$ cat src/rtl/dmem_arbiter.sv
// dmem_arbiter: serialises two load/store requesters onto one memory unit; req->enable 1 edge, m_ready->ack 1 edge.
// Backpressure: the losing port holds its request with no ack until granted; a stalled memory is aborted after TIMEOUT cycles.
module dmem_arbiter #(
  parameter int AW         = 32,
  parameter int DW         = 32,
  parameter int FIXED_PRIO = 0,
  parameter int TIMEOUT    = 16
) (
  input  logic          clk,
  input  logic          rst,
  input  logic          p0_req,
  input  logic          p0_we,
  input  logic [AW-1:0] p0_addr,
  input  logic [DW-1:0] p0_wdata,
  output logic          p0_ack,
  output logic          p0_err,
  output logic [DW-1:0] p0_rdata,
  input  logic          p1_req,
  input  logic          p1_we,
  input  logic [AW-1:0] p1_addr,
  input  logic [DW-1:0] p1_wdata,
  output logic          p1_ack,
  output logic          p1_err,
  output logic [DW-1:0] p1_rdata,
  output logic          m_ld_en,
  output logic          m_st_en,
  output logic [AW-1:0] m_addr,
  output logic [DW-1:0] m_wdata,
  input  logic [DW-1:0] m_rdata,
  input  logic          m_ready,
  output logic          busy,
  output logic          owner
);

  localparam int TO_LAST = (TIMEOUT > 0) ? TIMEOUT - 1 : 0;
  localparam int CW      = (TO_LAST > 0) ? $clog2(TO_LAST + 1) : 1;
  localparam logic [CW-1:0] TO_LAST_C = CW'(TO_LAST);

  typedef enum logic [1:0] { S_IDLE, S_BUSY, S_ACK } state_t;

  state_t        state_q, state_d;
  logic          owner_q, owner_d;
  logic          last_q, last_d;
  logic          ld_en_q, ld_en_d;
  logic          st_en_q, st_en_d;
  logic [AW-1:0] addr_q, addr_d;
  logic [DW-1:0] wdata_q, wdata_d;
  logic [CW-1:0] cnt_q, cnt_d;
  logic [1:0]    ack_q, ack_d;
  logic [1:0]    err_q, err_d;
  logic [DW-1:0] rdata0_q, rdata0_d;
  logic [DW-1:0] rdata1_q, rdata1_d;
  logic          any_req, grant, grant_we, timeout_hit;

  // Round-robin favours the port that was not served last.
  always_comb begin
    any_req = p0_req | p1_req;
    if (p0_req && p1_req) begin
      grant = (FIXED_PRIO != 0) ? 1'b0 : ~last_q;
    end else begin
      grant = p1_req;
    end
    grant_we    = grant ? p1_we : p0_we;
    timeout_hit = (TIMEOUT != 0) && (cnt_q == TO_LAST_C);
  end

  always_comb begin
    state_d  = state_q;
    owner_d  = owner_q;
    last_d   = last_q;
    ld_en_d  = ld_en_q;
    st_en_d  = st_en_q;
    addr_d   = addr_q;
    wdata_d  = wdata_q;
    cnt_d    = cnt_q;
    ack_d    = 2'b00;
    err_d    = 2'b00;
    rdata0_d = rdata0_q;
    rdata1_d = rdata1_q;
    case (state_q)
      S_IDLE: begin
        if (any_req) begin
          owner_d = grant;
          addr_d  = grant ? p1_addr : p0_addr;
          wdata_d = grant ? p1_wdata : p0_wdata;
          ld_en_d = ~grant_we;
          st_en_d = grant_we;
          cnt_d   = '0;
          state_d = S_BUSY;
        end
      end
      S_BUSY: begin
        // A late m_ready on the expiry cycle still wins over the timeout.
        if (m_ready) begin
          ld_en_d = 1'b0;
          st_en_d = 1'b0;
          if (ld_en_q) begin
            if (owner_q) rdata1_d = m_rdata;
            else         rdata0_d = m_rdata;
          end
          ack_d[owner_q] = 1'b1;
          last_d  = owner_q;
          state_d = S_ACK;
        end else if (timeout_hit) begin
          ld_en_d = 1'b0;
          st_en_d = 1'b0;
          ack_d[owner_q] = 1'b1;
          err_d[owner_q] = 1'b1;
          last_d  = owner_q;
          state_d = S_ACK;
        end else begin
          cnt_d = cnt_q + 1'b1;
        end
      end
      S_ACK:   state_d = S_IDLE;
      default: state_d = S_IDLE;
    endcase
  end

  always_ff @(posedge clk or negedge rst) begin
    if (!rst) begin
      state_q  <= S_IDLE;
      owner_q  <= 1'b0;
      last_q   <= 1'b1;
      ld_en_q  <= 1'b0;
      st_en_q  <= 1'b0;
      addr_q   <= '0;
      wdata_q  <= '0;
      cnt_q    <= '0;
      ack_q    <= 2'b00;
      err_q    <= 2'b00;
      rdata0_q <= '0;
      rdata1_q <= '0;
    end else begin
      state_q  <= state_d;
      owner_q  <= owner_d;
      last_q   <= last_d;
      ld_en_q  <= ld_en_d;
      st_en_q  <= st_en_d;
      addr_q   <= addr_d;
      wdata_q  <= wdata_d;
      cnt_q    <= cnt_d;
      ack_q    <= ack_d;
      err_q    <= err_d;
      rdata0_q <= rdata0_d;
      rdata1_q <= rdata1_d;
    end
  end

  assign p0_ack   = ack_q[0];
  assign p0_err   = err_q[0];
  assign p0_rdata = rdata0_q;
  assign p1_ack   = ack_q[1];
  assign p1_err   = err_q[1];
  assign p1_rdata = rdata1_q;
  assign m_ld_en  = ld_en_q;
  assign m_st_en  = st_en_q;
  assign m_addr   = addr_q;
  assign m_wdata  = wdata_q;
  assign busy     = (state_q != S_IDLE);
  assign owner    = owner_q;

endmodule
$ cat config.mk
export PLATFORM = sky130hd
export DESIGN_NAME = dmem_arbiter
export DESIGN_NICKNAME = d
export VERILOG_FILES = /design/src/rtl/dmem_arbiter.sv
export SDC_FILE = /design/constraint.sdc
export NUM_CORES = 1
export LEC_CHECK = 0
export CAP_MARGIN = 20
export CELL_PAD_IN_SITES_DETAIL_PLACEMENT = 0
export CELL_PAD_IN_SITES_GLOBAL_PLACEMENT = 1
export CORE_UTILIZATION = 35
export DETAILED_ROUTE_END_ITERATION = 8
export PLACE_DENSITY_LB_ADDON = 0.1
export REMOVE_ABC_BUFFERS = 1
export SLEW_MARGIN = 15
export SYNTH_ARGS = -nofsm -noshare
export SYNTH_HDL_FRONTEND = slang
export SYNTH_SLANG_ARGS = --single-unit
$ cat constraint.sdc
create_clock -name clk -period 2.7 [get_ports clk]
set_input_delay 0.27 -clock clk [delete_from_list [all_inputs] [get_ports clk]]
set_output_delay 0.27 -clock clk [all_outputs]
set_load 0.05 [all_outputs]
==> results.sh <==
export IMPL_end_kind="output port"
export IMPL_hold_violations=0
export IMPL_path_clk_slew_ps=60
export IMPL_grt_pass1_vias=4863
export IMPL_dr_pass1_iters=5
export IMPL_tns_ps=0
export IMPL_num_rows=48
export IMPL_ys_seq_area_share_pct=55.8
export IMPL_grt_pass1_wl_mm=26.7
export IMPL_status="completed"
export IMPL_root_buffer="clkbuf_16"
export IMPL_synth_edff_count=0
export IMPL_slew_violations=0
export IMPL_power_leakage_nw=4.39
export IMPL_core_area_um2=17500
export IMPL_synth_adder_area_share_pct=0.196
export IMPL_ant_nets=0
export IMPL_fin_util_pct=58.6
export IMPL_grt_max_degree=72
export IMPL_cts_sinks=142
export IMPL_initial_utilization_pct=36.3
export IMPL_clk_latency_ps=420
export IMPL_fill_cells=1411
export IMPL_power_mw=14.2
export IMPL_cts_repair_resized=0
export IMPL_async_reset_ff_share_pct=100
export IMPL_fin_nets=873
export IMPL_post_cts_setup_buffers=0
export IMPL_drt_total_wl_mm=17.7
export IMPL_cts_buffers=17
export IMPL_track_usage_pct=19.1
export IMPL_synth_top_area_cell="dfrtp_1"
export IMPL_ys_warn_count=0
export IMPL_fin_crit_sh_pct=77.7
export IMPL_drt_iter0_markers=136
export IMPL_antenna_found_initial=0
export IMPL_synthCells=393
export IMPL_synthXorXnorAreaFrac_pct=0
export IMPL_synthToLayoutAreaGrowth_pct=61.2
export IMPL_htreeDepth=4
export IMPL_slew_headroom_pct=44.1
export IMPL_yosys_mux_area_fraction_pct=37.8
export IMPL_grt_overflow=0
export IMPL_setup_viol=0
export IMPL_synthTopCellsByArea="dfrtp_1, mux2_2, mux2_4"
export IMPL_netlist_area_leader_share_pct=55.4
export IMPL_clock_path_buffers=2
export IMPL_synth_most_common_cell="dfrtp_1"
export IMPL_synth_simple_area_share_pct=1.88
export IMPL_synth_common_cells="dfrtp_1, mux2_2, mux2_4"
export IMPL_globalplace_congestion=0.768
export IMPL_synth_area_um2=6370
export IMPL_via_per_inst=4.73
export IMPL_worst_pin_slew_ps=837
export IMPL_fmax_mhz=477
export IMPL_dieArea_um2=18800
export IMPL_wl_per_cell_um=18.8
export IMPL_yosysUniqueCellTypes=34
export IMPL_insertedDiodeCount=0
export IMPL_drcViolationCount=0
export IMPL_cts_tree="done"
export IMPL_synth_top_family_by_area="multiplexers"
export IMPL_layout_min_cycle_time_ps=2100
export IMPL_avgSynthCellArea_um2=16.2
export IMPL_io_pins=303
export IMPL_rsz0062_at_grt="no"
export IMPL_min_path_type="in2async"
export IMPL_synth_seq_cells=142
export IMPL_ys_flop_type="dfrtp_1"
export IMPL_power_density_nw_per_um2=1380
export IMPL_die_x_um=137
export IMPL_path_max_fanout=5
export IMPL_critical_path_class="reg2out"
export IMPL_numPortBuffers=302
export IMPL_finClkSkew_ps=11.6
export IMPL_synth_compound_area_share_pct=1.49
export IMPL_dieHeight_um=137
export IMPL_worstPathRequired_ps=2430
export IMPL_vias=4453
export IMPL_maxCapViolCount=0
export IMPL_cp_arrival_ps=1830
export IMPL_vdd_drop_max_mv=0.797
export IMPL_cts_hold_buf=1
export IMPL_start_kind="flip-flop"
export IMPL_drive_gt1_share_pct=32.5
export IMPL_dp_hpwl_mm=13.0
cell usage in the layout, fill, tap and decap left out, types with 3 or more instances in the layout:
master,instances
nand2_1,3
clkinv_4,4
clkdlybuf4s50_1,301
dfrtp_1,141
o21ai_0,3
buf_12,5
mux2_4,58
bufinv_16,3
buf_4,6
clkinv_2,3
clkbuf_16,17
and3_1,3
mux2_1,11
mux2_2,125
routing by layer:
layer | share of wire [%] | routed length (um) | vias up | track usage (%)
met5 | 0 | 0 | - | 0
met4 | 1.8 | 319 | 0 | 6.35
met3 | 7.2 | 1280 | 21 | 6.67
met2 | 53 | 9410 | 156 | 34.3
met1 | 38 | 6700 | 2230 | 20.7
li1 | - | - | 2046 | -
layout make-up:
cell class,instances,area (um^2),share of cell area (%)
clock buffers,18,439,4.27
clock inverters,13,165,1.61
inverters,1,3.75,0.0365
multi-input cells,229,2650,25.8
flip-flops and latches,142,3550,34.6
well taps,225,282,2.74
repair buffers,314,3180,30.9
through the flow:
stage / hold slack (ps) / setup slack, ps / instance area, um^2 / instances
2_1_floorplan: -25.6 / -986 / 6200 / 372
5_1_grt: 475 / 502 / 10300 / 942
3_3_place_gp: 331 / 409 / 9660 / 910
6_report: 443 / 602 / 10300 / 942
4_1_cts: 458 / 578 / 10300 / 942
3_5_place_dp: 334 / 316 / 9660 / 910
power by group:
part	switching, mW	internal, mW	total (mW)
registers	0.556	3.15	3.71
logic	4.87	3.18	8.05
clock network	0.934	1.48	2.41
registers in the layout, indices dropped and copies added, names as in the netlist, 2 cells and up:
name / count
ack_q: 2
m_wdata: 32
p1_rdata: 32
m_addr: 32
p0_rdata: 32
state_q: 2
cnt_q: 4
err_q: 2
critical path, cell delays in order, from the launching register on:
cell	delay, ps
dfrtp_1	400
nor2_2	80
inv_2	110
clkdlybuf4s50_1	830
path summary, 6_finish.rpt:
check | startpoint | end | slack, ps | cells after the start
worst max register to register | last_q$_DFFE_PN1P_ | m_wdata[16]$_DFFE_PN0P_ | 840 | 4
min in group clk | m_rdata[7] | p1_rdata[7]$_DFFE_PN0P_ | 470 | 2
worst min-delay path | rst | m_wdata[25]$_DFFE_PN0P_ | 440 | 2
worst min register to register | p1_rdata[26]$_DFFE_PN0P_ | p1_rdata[26]$_DFFE_PN0P_ | 490 | 1
max in group asynchronous | rst | m_wdata[0]$_DFFE_PN0P_ | 1460 | 3
worst max-delay path | state_q[1]$_DFFE_PN0P_ | busy | 600 | 3
cells by family (layout without fill, tap and decap cells):
family,after synthesis,after routing
mux,195,195
fa+ha+maj,1,1
buf+inv,22,346
compound gates,13,13
flops,142,142
simple gates,20,20
No activity file was read; power rests on OpenSTA's default activity.
